--- config.mk ---
export PLATFORM = sky130hd
export DESIGN_NAME = updown_sequencer
export DESIGN_NICKNAME = d
export VERILOG_FILES = /design/src/rtl/updown_sequencer.sv
export SDC_FILE = /design/constraint.sdc
export NUM_CORES = 1
export LEC_CHECK = 0
export ABC_CLOCK_PERIOD_IN_PS = 3140
export BUFFER_PORTS_ARGS = -buffer_cell sky130_fd_sc_hd__buf_2
export CAP_MARGIN = 20
export CORE_ASPECT_RATIO = 0.7
export CORE_UTILIZATION = 56
export CTS_CLUSTER_DIAMETER = 100
export DETAILED_ROUTE_END_ITERATION = 8
export GPL_TIMING_DRIVEN = 0
export PLACE_DENSITY = 0.9
export SLEW_MARGIN = 20
export SYNTH_ARGS = -nofsm -noshare
export SYNTH_HDL_FRONTEND = slang
export SYNTH_SLANG_ARGS = --single-unit
--- constraint.sdc ---
create_clock -name CLOCK_50 -period 3.14 [get_ports CLOCK_50]
set_clock_uncertainty 0.15 [all_clocks]
set_input_delay 0.785 -clock CLOCK_50 [delete_from_list [all_inputs] [get_ports CLOCK_50]]
set_output_delay 0.785 -clock CLOCK_50 [all_outputs]
set_load 0.1 [all_outputs]
--- src/rtl/updown_sequencer.sv ---
// ============================================================================
// Module   : updown_sequencer
// Brief    : Tick divider and load/up/hold/down/hold controller for an
//            external up/down counter datapath. Optional macro: CYCLE_LIMIT_EN.
// Revision : 1.0 - initial release
// ============================================================================
`default_nettype none

module updown_sequencer #(
    parameter int CNT_W       = 18,
    parameter int DIV_W       = 26,
    parameter int DIV_FAST    = 5_000_000,
    parameter int DIV_SLOW    = 25_000_000,
    parameter int DWELL_TICKS = 4,
    parameter int MAX_CYCLES  = 3
) (
    input  logic             CLOCK_50,
    input  logic             RESET,
    input  logic             start,
    input  logic             stop,
    input  logic             fast,
    input  logic [CNT_W-1:0] lo_val,
    input  logic [CNT_W-1:0] hi_val,
    input  logic [CNT_W-1:0] cnt_val,
    output logic             cnt_en,
    output logic             cnt_up,
    output logic             cnt_load,
    output logic [CNT_W-1:0] load_val,
    output logic [2:0]       state,
    output logic             busy,
    output logic             tick,
    output logic             done
);

    localparam logic [2:0] c_ST_IDLE    = 3'd0;
    localparam logic [2:0] c_ST_LOAD    = 3'd1;
    localparam logic [2:0] c_ST_UP      = 3'd2;
    localparam logic [2:0] c_ST_HOLD_HI = 3'd3;
    localparam logic [2:0] c_ST_DOWN    = 3'd4;
    localparam logic [2:0] c_ST_HOLD_LO = 3'd5;

    localparam logic [DIV_W-1:0] c_DIV_FAST = DIV_W'(DIV_FAST);
    localparam logic [DIV_W-1:0] c_DIV_SLOW = DIV_W'(DIV_SLOW);
    localparam int               c_DWW      = (DWELL_TICKS < 2) ? 1 : $clog2(DWELL_TICKS + 1);
    localparam logic [c_DWW-1:0] c_DWELL    = c_DWW'(DWELL_TICKS);

    // Tick spacing of at least two cycles is what keeps the counter from overshooting.
    generate
        if (DIV_FAST < 2 || DIV_SLOW < 2 || MAX_CYCLES < 1) begin : g_bad_params
            $error("updown_sequencer: divider limits must be >= 2 and MAX_CYCLES >= 1");
        end
    endgenerate

    logic [DIV_W-1:0] r_div_cnt;
    logic [DIV_W-1:0] w_limit;
    logic [2:0]       r_state;
    logic [2:0]       w_next_state;
    logic [CNT_W-1:0] r_lo;
    logic [CNT_W-1:0] r_hi;
    logic [c_DWW-1:0] r_dwell;
    logic             w_dwell_done;
    logic             w_in_hold;
    logic             w_last_cycle;

    assign w_limit      = fast ? c_DIV_FAST : c_DIV_SLOW;
    assign tick         = (r_div_cnt == w_limit);
    assign w_dwell_done = (r_dwell == c_DWELL);
    assign w_in_hold    = (r_state == c_ST_HOLD_HI) || (r_state == c_ST_HOLD_LO);
    assign state        = r_state;

    // A count beyond the limit (rate switched mid-count) also wraps, without a tick.
    always_ff @(posedge CLOCK_50) begin
        if (RESET) begin
            r_div_cnt <= '0;
        end else if (r_div_cnt >= w_limit) begin
            r_div_cnt <= '0;
        end else begin
            r_div_cnt <= r_div_cnt + 1'b1;
        end
    end

    always_ff @(posedge CLOCK_50) begin
        if (RESET) begin
            r_state <= c_ST_IDLE;
            r_lo    <= '0;
            r_hi    <= '0;
            r_dwell <= '0;
        end else begin
            r_state <= w_next_state;
            if (r_state == c_ST_IDLE && w_next_state == c_ST_LOAD) begin
                r_lo <= lo_val;
                r_hi <= hi_val;
            end
            if (!w_in_hold) begin
                r_dwell <= '0;
            end else if (tick && !w_dwell_done) begin
                r_dwell <= r_dwell + 1'b1;
            end
        end
    end

`ifdef CYCLE_LIMIT_EN
    localparam int               c_CYW  = (MAX_CYCLES < 2) ? 1 : $clog2(MAX_CYCLES);
    localparam logic [c_CYW-1:0] c_LAST = c_CYW'(MAX_CYCLES - 1);

    logic [c_CYW-1:0] r_cycles;

    assign w_last_cycle = (r_cycles == c_LAST);
    assign done         = (r_state == c_ST_HOLD_LO) && w_dwell_done && w_last_cycle && !stop;

    always_ff @(posedge CLOCK_50) begin
        if (RESET || stop) begin
            r_cycles <= '0;
        end else if (r_state == c_ST_HOLD_LO && w_dwell_done) begin
            r_cycles <= w_last_cycle ? '0 : r_cycles + 1'b1;
        end
    end
`else
    assign w_last_cycle = 1'b0;
    assign done         = 1'b0;
`endif

    always_comb begin
        w_next_state = r_state;
        case (r_state)
            c_ST_IDLE: begin
                if (start && !stop && (lo_val < hi_val)) begin
                    w_next_state = c_ST_LOAD;
                end
            end
            c_ST_LOAD:    w_next_state = c_ST_UP;
            c_ST_UP: begin
                if (cnt_val >= r_hi) begin
                    w_next_state = c_ST_HOLD_HI;
                end
            end
            c_ST_HOLD_HI: begin
                if (w_dwell_done) begin
                    w_next_state = c_ST_DOWN;
                end
            end
            c_ST_DOWN: begin
                if (cnt_val <= r_lo) begin
                    w_next_state = c_ST_HOLD_LO;
                end
            end
            c_ST_HOLD_LO: begin
                if (w_dwell_done) begin
                    w_next_state = w_last_cycle ? c_ST_IDLE : c_ST_UP;
                end
            end
            default:      w_next_state = c_ST_IDLE;
        endcase
        if (stop && r_state != c_ST_IDLE) begin
            w_next_state = c_ST_IDLE;
        end
    end

    // Direction stays at its last value through each hold state.
    always_comb begin
        cnt_en   = 1'b0;
        cnt_up   = 1'b0;
        cnt_load = 1'b0;
        load_val = '0;
        busy     = (r_state != c_ST_IDLE);
        case (r_state)
            c_ST_LOAD: begin
                cnt_load = 1'b1;
                load_val = r_lo;
            end
            c_ST_UP: begin
                cnt_up = 1'b1;
                cnt_en = tick && (cnt_val < r_hi);
            end
            c_ST_HOLD_HI: cnt_up = 1'b1;
            c_ST_DOWN:    cnt_en = tick && (cnt_val > r_lo);
            default: begin
                cnt_en = 1'b0;
            end
        endcase
    end

endmodule

`default_nettype wire

# == Word level (Yosys, flattened, before mapping) ==
# Index checks and enable logic that the tools add are counted.
# word_totals
ff_bits,68
in_bits,59
output_inout_bits,27
word_cells,49
# classes
addsub,2
order_cmp,6
eq_ne,8
muxes,12
bitwise_logic,1
n_reduce_logical,15
# op_table
operator,count
18-bit < comparator,2
26-bit by 1-bit adder with 26-bit output (second input constant),1
26-bit by 25-bit == test with 1-bit output,1
26-bit by 25-bit greater-or-equal comparator with 1-bit output,1
25-bit 2-to-1 mux,1
18-bit greater-or-equal comparator,1
18-bit > comparator,1
18-bit less-or-equal comparator,1
18-bit 2-to-1 mux,1
3-bit 2-to-1 mux,6
3-bit one-hot mux with 6 select lines,1
3-bit == test (second input constant),3
1-bit logical AND,7
3-bit by 1-bit == test with 1-bit output (second input constant),2
3-bit by 2-bit == test with 1-bit output (second input constant),2
2-bit OR reduction,3
3-bit by 1-bit adder with 3-bit output (second input constant),1
3-bit zero test,1
3-bit nonzero test,1
1-bit zero test,2
1-bit 2-to-1 mux,2
1-bit one-hot mux with 2 select lines,1
1-bit logical OR,1
1-bit inverter,1

# == Longest topological paths before layout ==
# Gate-level depths: netlist of the first run.
# logic_depth
ltp_word,8
depth_mapped,10
depth_no_buf,8

# == Least setup slack after synthesis of the first run ==
# OpenSTA, ideal clock, no wires.
# synth_timing
kind,reg2out
startpoint,register r_state[1] (netlist: state[1])
endpoint,output port cnt_en
arrival_ps,4413
required_ps,2205
slack_ps,-2208
stages_incl_launch_ff,5
path_buffers,0
path_cell_list,dfxtp_1 -> and2b_1 -> nor2b_1 -> nand3b_1 -> a21boi_0
# synth_via
elab_chain_len,2
elab_cells_between_ends,3
classes_between,eq/ne (2); mux (1)
# synth_rtl
element,line_no,rtl
from (decl),56,logic [2:0] r_state;
from (signal assigned),84,r_state <= c_ST_IDLE;
from (signal assigned),89,r_state <= w_next_state;
3-bit == test / 3-bit by 2-bit == test with 1-bit output (equally long branches),166,case (r_state)
1-bit one-hot mux with 2 select lines (*),166,
to (decl),25,"output logic cnt_en,"
# Every way passes the cells marked *; elsewhere a longest branch is shown, timed or not.

# == Worst setup path after layout of the first run ==
# layout_timing
startpoint,input port cnt_val[6]
endpoint,output port cnt_en
# layout_via
elab_chain_len,3
elab_cells_between_ends,5
classes_between,order compare (2); mux (1); reduce/logical (2)
# layout_rtl
element,line_no,rtl
from (decl),24,"input logic [CNT_W-1:0] cnt_val,"
18-bit > comparator / 18-bit < comparator (equally long branches),"176, 173",
"1-bit logical AND, on equally long branches","176, 173",
1-bit one-hot mux with 2 select lines (*),166,
# Marks and branches as above.

==> summary.md, run 1 <==
| Metric | Value |
|---|---|
| Status | finished with violations |
| Failing checks | negative setup slack |
| Cell Area, Synth | 4520 µm² |
| Cts bufs inserted | 9 |
| IO Port Bufs | 84 |
| Slew margin rel. | 0.591 |
| Post-synthesis sequential area ratio | 0.301 |
| Max Cap Violations | 0 |
| Post-Synthesis Cells | 530 |
| Mapped Nets | 654 |
| Worst slew pin tran | 0.613 ns |
| RSZ-0062 raised after global routing | yes |
| Sequential share of power | 0.374 |
| Final hold violation count | 0 |
| Final Worst Setup Slack | -0.479 ns |
| Hold Crit Endpoint | r_hi[9] |
| DP HPWL | 9210 µm |
| Util after Layout | 0.767 |
| PwrDens | 427 nW/µm² |
| Initial detailed-routing violation count | 643 |
| Die H | 77.1 µm |
| Number of global-route vias before repair | 4,499 |
| Pin count of the biggest net entering global routing | 12 |
| Clock Path Buffers | 2 |
| Routed WL per cell | 22.0 µm |
| Die width | 109 µm |
| FF+latch count, synth | 68 |
| Avg Cell Area, Syn | 8.52 µm² |
| Clock power share | 0.407 |
| Worst setup EP type | output pin |
| Crit path time final | 3.62 ns |
| Row Count | 26 |
| Worst setup SP type | input port |
| Pint | 0.00174 W |
| Initial core utilization | 0.598 |
| Worst min-delay path category | reg -> reg |
| Drt total wl | 16,100 µm |
| Core area | 7550 µm² |
| Drt pass-1 iters | 8 |
| CTS tree | done |
| Total negative setup slack | -0.524 ns |
| GR peak layer | met2 |
| Crit path max fanout | 3 |
| Final Setup Violations | 4 |
| FILL cells | 428 |
| Layout cell share with drive strength beyond 1 | 0.260 |
| P&R area growth vs syn | 28.1% |
| Total grt overflow | 0 |
| DR DRC count | 0 |
| Met1 usage | 0.410 |
| Setup CP Type | in -> out |
| Switching share of power | 0.296 |
| Clk Latency, worst-skew pair | 0.34 ns |
| Total GRT Usage | 0.344 |
| Number of synthesized flops with an enable pin | 0 |
| Worst ir drop on vdd | 0.308 mV |
| WHS | 0.353 ns |
| Hold Startpoint | r_hi[9] |
| Fmax | 276 MHz |
| Post-synthesis async set-or-reset flop share | 0 |
| Hold_buf cts | 0 |
| Combinational share of power | 0.219 |
| First-pass GRT wire length | 22,000 µm |
| FF-to-FF setup slack | 0.42 ns |
| Final #Nets | 754 |
| Top_reg_cell synth | dfxtp_1 |
| Cells on worst reg2reg path | 9 |
| # clock sinks | 68 |
| Worst EP required | 2.20 ns |
| Grt met2 use | 0.550 |
| Root buffer cell | clkbuf_16 |
| Via/cell ratio | 6.64 |
| R2r endpoint | r_lo[16] |
| Grt met3 use | 0.0850 |
| Via count | 4,862 |
| Initial antenna violation count | 1 |
| Sw power | 0.000733 W |
| Hold Path Stages | 2 |
| Leak Pwr | 2.54 nW |
| Worst path arrival time | 2.68 ns |
| Top Ports | 86 |
| Final Max Tran Viols | 0 |
| Reg-to-Reg Start | state[2] |
| Distinct cells, synth | 48 |
| DIE AREA | 8430 µm² |
| Clk slew on worst S/H paths | 0.06 ns |
| Ant. Diodes | 0 |
| Synth warn | 0 |
| Period utilization | 1.15 |
| Final Wtd Congestion | 0.898 |
| CTS HTree Levels | 3 |
| Post-route ant nets | 0 |
area by class of cell:
type	instances	area, µm²	area share
plain buffers	13	141	0.0244
clock buffers	11	243	0.0419
clock inverters	4	50.0	0.00865
inverters	62	233	0.0402
multi-input cells	386	3070	0.531
flip-flops and latches	68	1360	0.236
well taps	98	123	0.0212
repair buffers	90	562	0.0971
registers in the layout, summed over array words and instances (netlist names):
name,count
r_hi,18
r_lo,18
r_div_cnt,26
state,3
r_dwell,3
cell usage in the layout, fill, tap and decap left out, types with 6 or more instances in the layout:
| master | n |
|---|---|
| xor2_1 | 17 |
| buf_12 | 6 |
| and2_4 | 10 |
| ha_4 | 13 |
| buf_2 | 74 |
| nand3_1 | 12 |
| inv_1 | 62 |
| xnor2_1 | 8 |
| buf_4 | 7 |
| ha_1 | 51 |
| nor2_1 | 83 |
| nand2b_1 | 7 |
| nand2_1 | 26 |
| and2_2 | 9 |
| a21oi_1 | 13 |
| clkbuf_16 | 9 |
| and3_1 | 8 |
| buf_6 | 9 |
| a21o_1 | 9 |
| dfxtp_1 | 66 |
| o21ai_0 | 10 |
| nand4_1 | 15 |
| mux2i_1 | 36 |
cell families (layout without fill, tap and decap cells):
| kind of cell | Yosys count | in the layout | synth area share |
|---|---|---|---|
| flip-flops | 68 | 68 | 0.301 |
| other | 1 | 1 | 0.000830 |
| XOR/XNOR | 25 | 25 | 0.0485 |
| multiplexers | 36 | 36 | 0.0798 |
| adder cells (fa/ha/maj) | 65 | 65 | 0.180 |
| AND/OR/NAND/NOR | 200 | 200 | 0.222 |
| buffers and inverters | 76 | 180 | 0.0817 |
| AO/OA/AOI/OAI | 59 | 59 | 0.0859 |
synthesized netlist by cell type (2+ instances only):
library cell,count,area share
nand3b_1,2,0.0033
o21ai_0,12,0.013
nor3_1,4,0.0044
and3_1,8,0.011
nor3b_1,2,0.0033
a211oi_1,5,0.0083
a31oi_1,3,0.0042
nand2_1,26,0.022
nand4b_1,4,0.0078
o211ai_1,2,0.0033
nand2b_1,7,0.0097
xor2_1,17,0.033
and4_1,6,0.012
nand3_1,12,0.013
a21oi_1,15,0.017
buf_6,4,0.010
and2_1,20,0.028
mux2i_1,36,0.080
xnor2_1,8,0.016
inv_1,62,0.052
a21o_1,9,0.015
nand4_1,15,0.021
nor2_1,83,0.069
ha_1,65,0.18
a211o_1,2,0.0039
clkbuf_1,5,0.0042
dfxtp_1,68,0.30
a221oi_1,2,0.0039
nor2b_1,5,0.0069
buf_12,3,0.013
how the worst max path moves through the flow:
stage,from,to,slack (ns),depth (start not counted)
floorplan,fast,cnt_en,-0.33,6
global placement,cnt_val[5],cnt_en,-0.66,9
detailed placement,cnt_val[5],cnt_en,-0.74,9
CTS,cnt_val[11],cnt_en,-0.33,8
global route,cnt_val[1],cnt_en,-0.46,9
finish,cnt_val[6],cnt_en,-0.48,9
power groups by stage:
stage,logic (W),registers (W),clock network (W)
final,0.000541,0.000924,0.00101
after global routing,0.000573,0.000925,0.00104
after CTS,0.000459,0.000919,0.00100
after detailed placement,0.000431,0.000936,0
after global placement,0.000407,0.000934,0
after floorplan,0.000287,0.000943,0
timing repair:
item | in CTS | in global routing
setup endpoints to repair | 21 | 2
pin swaps | 11 | 19
resized for setup | 27 | 28
buffers inserted | 2 | 4
per-layer routing:
layer | share of wire | vias up
li1 | - | 2003
met1 | 0.36 | 2225
met2 | 0.42 | 474
met3 | 0.13 | 158
met4 | 0.084 | 2
met5 | 0.00068 | -
metrics by stage:
step / setup WS, ns / std cells / instance area (µm²) / total power [W]
floorplan: -0.325 / 530 / 4630 / 0.00123
global placement: -0.663 / 712 / 5180 / 0.00134
detailed placement: -0.736 / 712 / 5180 / 0.00137
CTS: -0.329 / 729 / 5620 / 0.00238
global route: -0.459 / 732 / 5790 / 0.00254
finish: -0.479 / 732 / 5790 / 0.00247
critical path, stage by stage:
cell and delay (ns):
buf_6 0.10, ha_4 0.28, nand4_1 0.18, a211oi_2 0.33, a2111oi_4 0.10, nor3_2 0.27
o2111ai_2 0.20, a21boi_4 0.23, buf_12 0.19
Note: power is estimated with default switching activity, not from simulation.
==> run 2: changes to the inputs <==
--- a/config.mk
+++ b/config.mk
@@ -14,7 +14,7 @@
 export DETAILED_ROUTE_END_ITERATION = 8
 export GPL_TIMING_DRIVEN = 0
 export PLACE_DENSITY = 0.9
-export SLEW_MARGIN = 20
+export SKIP_LAST_GASP = 1
 export SYNTH_ARGS = -nofsm -noshare
 export SYNTH_HDL_FRONTEND = slang
 export SYNTH_SLANG_ARGS = --single-unit
==> summary.md, run 2 (synthesis results as in run 1) <==
| Metric | Value |
|---|---|
| Status | finished with violations |
| Failing checks | negative setup slack |
| DIE AREA | 8430 µm² (unchanged) |
| Initial antenna violation count | 1 (unchanged) |
| Final hold violation count | 0 (unchanged) |
| Worst setup EP type | output pin |
| DP HPWL | 9210 µm (unchanged) |
| Util after Layout | 0.774 (+0.00696) |
| PwrDens | 427 nW/µm² (about the same) |
| Clk slew on worst S/H paths | 0.06 ns (about the same) |
| Clk Latency, worst-skew pair | 0.35 ns (about the same) |
| Worst path arrival time | 2.75 ns (+0.07 ns) |
| Max Cap Violations | 0 (unchanged) |
| Worst slew pin tran | 0.653 ns (+0.0397 ns) |
| Row Count | 26 (unchanged) |
| Hold Path Stages | 2 (unchanged) |
| # clock sinks | 68 (unchanged) |
| Finished Layout Cells | 734 (+0.27%) |
| Biggest cell delay along the critical path | 0.41 ns (+0.08 ns) |
| Die width | 109 µm (unchanged) |
| Final Worst Setup Slack | -0.543 ns (-0.0645 ns) |
| Crit path max-delay family | compound AO/OA/AOI/OAI gates |
| Initial core utilization | 0.598 (unchanged) |
| Setup CP Type | in -> out |
| P&R area growth vs syn | 29.3% |
| Crit path cell chain | buf_6 > ha_4 > nand4_1 > a211oi_2 > a2111oi_4 > nor3_2 > o2111ai_2 > a21boi_4 > buf_12 |
| Final #Nets | 756 (+0.27%) |
| Commonest non-fill, non-tap cell in the layout | nor2_1 |
| Crit path time final | 3.68 ns (+0.0645 ns) |
| Die H | 77.1 µm (unchanged) |
| Buffers and inverters on the worst path | 2 (unchanged) |
| Fin area | 5840 µm² (+0.91%) |
| Final Wtd Congestion | 0.898 (unchanged) |
| Routed WL per cell | 22.5 µm (+2.1%) |
| Initial detailed-routing violation count | 680 (+5.8%) |
| Most flop-heavy register | r_div_cnt |
| IO Port Bufs | 84 (unchanged) |
| Period utilization | 1.17 (+0.0205) |
| Total grt overflow | 0 (unchanged) |
| Critical Path Slowest Stage Cell | a211oi_2 |
| CTS HTree Levels | 3 (unchanged) |
| Area post-placement | 5180 µm² (unchanged) |
| Drt pass-1 iters | 6 (-2) |
| Via/cell ratio | 6.51 (-2.0%) |
| Total GRT Usage | 0.341 (-0.00304) |
| Hold_buf cts | 0 (unchanged) |
| First-pass GRT wire length | 21,800 µm (-0.97%) |
| Top Ports | 86 (unchanged) |
| Drt total wl | 16,500 µm (+2.3%) |
| WHS | 0.355 ns (+0.00227 ns) |
| Post-route ant nets | 0 (unchanged) |
| Cts bufs inserted | 9 (unchanged) |
| Clock Path Buffers | 2 (unchanged) |
| Root buffer cell | clkbuf_16 |
| Layout cell share with drive strength beyond 1 | 0.263 (+0.00233) |
| CTS tree | done |
| Via count | 4,777 (-1.7%) |
| Leak Pwr | 2.56 nW (+0.64%) |
| Pin count of the biggest net entering global routing | 12 (unchanged) |
| RSZ-0062 raised after global routing | yes |
| Cells on worst reg2reg path | 9 (unchanged) |
| Worst EP required | 2.20 ns (about the same) |
| Max reg flops | 26 (unchanged) |
| Ant. Diodes | 0 (unchanged) |
| Core area | 7550 µm² (unchanged) |
| CP Depth | 9 (unchanged) |
| Overall Power | 0.00250 W (+0.90%) |
| Most frequent cells in the layout | nor2_1, buf_2, dfxtp_1 |
| Worst setup SP type | input port |
| DR DRC count | 0 (unchanged) |
| Final Setup Violations | 2 (-2) |
| Worst min-delay path category | reg -> reg |
| Slew margin rel. | 0.565 (-0.0265) |
| Final Max Tran Viols | 0 (unchanged) |
| Number of global-route vias before repair | 4,477 (-0.49%) |
| DP Cell Count | 712 (unchanged) |
| Worst ir drop on vdd | 0.263 mV (-15%) |
| Crit path max fanout | 2 (-1) |
| Fmax | 272 MHz (-1.8%) |
| Top Registers | r_div_cnt: 26 flops, r_hi: 18 flops, r_lo: 18 flops |
==> run 2: cell count changes in the layout (fill, tap and decap cells not counted) <==
cell    before  now
buf_2       74   70
ha_2         1    0
buf_6        9   11
ha_4        13   15
and4_4       1    0
buf_4        7   11
ha_1        51   50
and4_1       5    6
==> run 2: area by class of cell <==
class	instances	area [µm²]
multi-input combinational	386	3090
fill	411	1710
sequential	68	1360
timing repair buffer	91	574
clock buffer	11	243
inverter	62	233
buffer	14	161
tap	98	123
clock inverter	4	50.0
==> run 2: routing by layer <==
metal | vias to the layer above | wire length [µm] | global-route usage
li1 | 2016 | - | -
met1 | 2207 | 6090 | 0.404
met2 | 416 | 7290 | 0.552
met3 | 136 | 1840 | 0.0850
met4 | 2 | 1270 | 0.208
met5 | - | 13 | 0
==> run 2: power breakdown <==
group	switching (W)	leakage (nW)	internal, W
combinational	0.000330	1.87	0.000219
sequential	0.0000322	0.552	0.000893
clock	0.000390	0.138	0.000630
==> run 2: final timing paths <==
| check | start | endpoint | slack, ns |
|---|---|---|---|
| setup reg to reg | state[2] | r_hi[10] | 0.48 |
| hold reg to reg | r_hi[14] | r_hi[14] | 0.36 |
| hold / removal | r_hi[14] | r_hi[14] | 0.36 |
| setup / recovery | cnt_val[9] | cnt_en | -0.54 |
==> run 2: tightest hold or removal path: cells and delay by family (launching register included) <==
family,cells,cell delay [ns]
DFF,1,0.33
muxes,1,0.07
and+or+nand+nor,1,0.07
==> run 2: timing repair <==
action,CTS,global route
pin swaps,11,22
resized for setup,24,34
buffers inserted,2,5
setup endpoints to repair,21,2
==> run 2: per-stage QoR <==
step / setup slack (ns) / TNS [ns]
2_1_floorplan: -0.325 / -0.325
3_3_place_gp: -0.663 / -1.32
3_5_place_dp: -0.736 / -2.09
4_1_cts: -0.329 / -0.385
5_1_grt: -0.592 / -0.898
6_report: -0.543 / -0.719
==> run 3: changes to the inputs <==
--- a/config.mk
+++ b/config.mk
@@ -13,8 +13,7 @@
 export CTS_CLUSTER_DIAMETER = 100
 export DETAILED_ROUTE_END_ITERATION = 8
 export GPL_TIMING_DRIVEN = 0
-export PLACE_DENSITY = 0.9
-export SKIP_LAST_GASP = 1
+export PLACE_DENSITY = 0.81
 export SYNTH_ARGS = -nofsm -noshare
 export SYNTH_HDL_FRONTEND = slang
 export SYNTH_SLANG_ARGS = --single-unit
==> summary.md, run 3 (synthesis results as in run 1) <==
| Metric | Value |
|---|---|
| Worst setup EP type | output pin |
| RSZ-0062 raised after global routing | yes |
| CP startpoint | cnt_val[2] |
| Ant. Diodes | 0 (unchanged) |
| Clk Latency, worst-skew pair | 0.34 ns (about the same) |
| Reg-to-Reg Start | r_div_cnt[17] |
| Root buffer cell | clkbuf_16 |
| CTS tree | done |
| Top Ports | 86 (unchanged) |
| IO Port Bufs | 84 (unchanged) |
| Hold Path Stages | 1 (-1) |
| Status | finished with violations |
| Overall Power | 0.00239 W (-4.1%) |
| Via count | 4,263 (-11%) |
| Worst path arrival time | 2.49 ns (-0.26 ns) |
| Hold Startpoint | r_div_cnt[0] |
| Top Registers | r_div_cnt: 26 flops, r_hi: 18 flops, r_lo: 18 flops |
| Routed WL per cell | 17.1 µm (-24%) |
| Worst slew pin tran | 0.616 ns (-0.0364 ns) |
| Total GRT Usage | 0.304 (-0.0373) |
| Max reg flops | 26 (unchanged) |
| Total grt overflow | 0 (unchanged) |
| FILL cells | 492 (+20%) |
| Period utilization | 1.09 (-0.0837) |
| DIE AREA | 8430 µm² (unchanged) |
| Initial antenna violation count | 0 (-1) |
| Crit path cell chain | buf_2 > ha_4 > nand4_1 > a211oi_2 > a2111oi_4 > nor3_2 > o2111ai_2 > a21boi_4 > buf_12 |
| Core area | 7550 µm² (unchanged) |
| PwrDens | 411 nW/µm² (-3.8%) |
| Row Count | 26 (unchanged) |
| Final Max Tran Viols | 0 (unchanged) |
| Failing checks | negative setup slack |
| Worst setup SP type | input port |
| Cts bufs inserted | 9 (unchanged) |
| Register area | 1360 µm² (unchanged) |
| WHS | 0.333 ns (-0.0227 ns) |
| Final #Nets | 757 (+0.13%) |
| Die H | 77.1 µm (unchanged) |
| Commonest non-fill, non-tap cell in the layout | nor2_1 |
| DR DRC count | 0 (unchanged) |
| Fmax | 292 MHz (+7.7%) |
| Drt total wl | 12,600 µm (-24%) |
| Leak Pwr | 2.56 nW (about the same) |
| Die width | 109 µm (unchanged) |
| Most flop-heavy register | r_div_cnt |
| Crit path max fanout | 2 (unchanged) |
| # clock sinks | 68 (unchanged) |
| Final hold violation count | 0 (unchanged) |
| Most frequent cells in the layout | nor2_1, buf_2, dfxtp_1 |
| Final Worst Setup Slack | -0.280 ns (+0.263 ns) |
| Util after Layout | 0.771 (-0.00249) |
| Worst EP required | 2.20 ns (about the same) |
| Buffers and inverters on the worst path | 2 (unchanged) |
| DP HPWL | 8890 µm (-3.5%) |
| Setup CP Type | in -> out |
| Multi-input gate area | 3080 µm² (-0.40%) |
| Drt pass-1 iters | 5 (-1) |
| Worst min-delay path category | reg -> reg |
| Crit path time final | 3.42 ns (-0.263 ns) |
| Pin count of the biggest net entering global routing | 14 (+2) |
| Cells on worst reg2reg path | 9 (unchanged) |
| Slew margin rel. | 0.589 (+0.0243) |
| Critical Path Slowest Stage Cell | a211oi_2 |
| Clock Path Buffers | 2 (unchanged) |
| Layout cell share with drive strength beyond 1 | 0.265 (+0.00231) |
| Final Wtd Congestion | 0.942 (+4.9%) |
| CP Depth | 9 (unchanged) |
| Hold_buf cts | 0 (unchanged) |
| Final Setup Violations | 2 (unchanged) |
| Initial detailed-routing violation count | 331 (-51%) |
| P&R area growth vs syn | 28.9% |
| Worst ir drop on vdd | 0.294 mV (+12%) |
| Post-route ant nets | 0 (unchanged) |
| Crit path max-delay family | compound AO/OA/AOI/OAI gates |
| Via/cell ratio | 5.79 (-11%) |
| Initial core utilization | 0.598 (unchanged) |
| Biggest cell delay along the critical path | 0.32 ns (-0.09 ns) |
| Clk slew on worst S/H paths | 0.06 ns (about the same) |
| Number of global-route vias before repair | 4,133 (-7.7%) |
| CTS HTree Levels | 3 (unchanged) |
| Max Cap Violations | 0 (unchanged) |
| First-pass GRT wire length | 19,800 µm (-9.4%) |
## run 3: timing repair
| item | CTS | global route |
|---|---|---|
| buffers inserted | 6 | 2 |
| setup endpoints to repair | 21 | 2 |
| pin swaps | 19 | 8 |
| resized for setup | 46 | 7 |
## run 3: stage by stage
step           setup TNS [ns]  area [µm²]  instances  setup slack [ns]
2_1_floorplan          -0.325        4630        530            -0.325
3_3_place_gp            -1.60        5180        712            -0.723
3_5_place_dp            -5.20        5180        712            -0.736
4_1_cts                -0.289        5770        734            -0.266
5_1_grt                -0.571        5820        736            -0.348
6_report               -0.347        5820        736            -0.280
## run 3: final timing paths
kind,slack [ns],endpoint
max,-0.28,cnt_en
min,0.33,r_div_cnt[0]
max reg2reg,0.52,r_div_cnt[12]
min reg2reg,0.33,r_div_cnt[0]
## run 3: routing by layer
layer,vias to the layer above,share of wire,wire length [µm],global-route usage
met1,2007,0.44,5580,0.401
met4,0,0.015,193,0.0920
met5,-,0,0,0
met3,23,0.084,1050,0.0706
met2,217,0.46,5770,0.489
li1,2016,-,-,-
## run 3: where the power goes
part	internal, W	switching, W	total, W
Sequential	0.000892	0.0000276	0.000920
Combinational	0.000210	0.000287	0.000497
Clock	0.000561	0.000414	0.000975
Total	0.00166	0.000729	0.00239
## run 3: cell type report
cell class | instances | share of cell area
inverter | 62 | 0.0400
tap | 98 | 0.0211
buffer | 14 | 0.0277
multi-input combinational | 386 | 0.529
clock inverter | 6 | 0.00795
timing repair buffer | 92 | 0.0989
sequential | 68 | 0.234
clock buffer | 10 | 0.0410
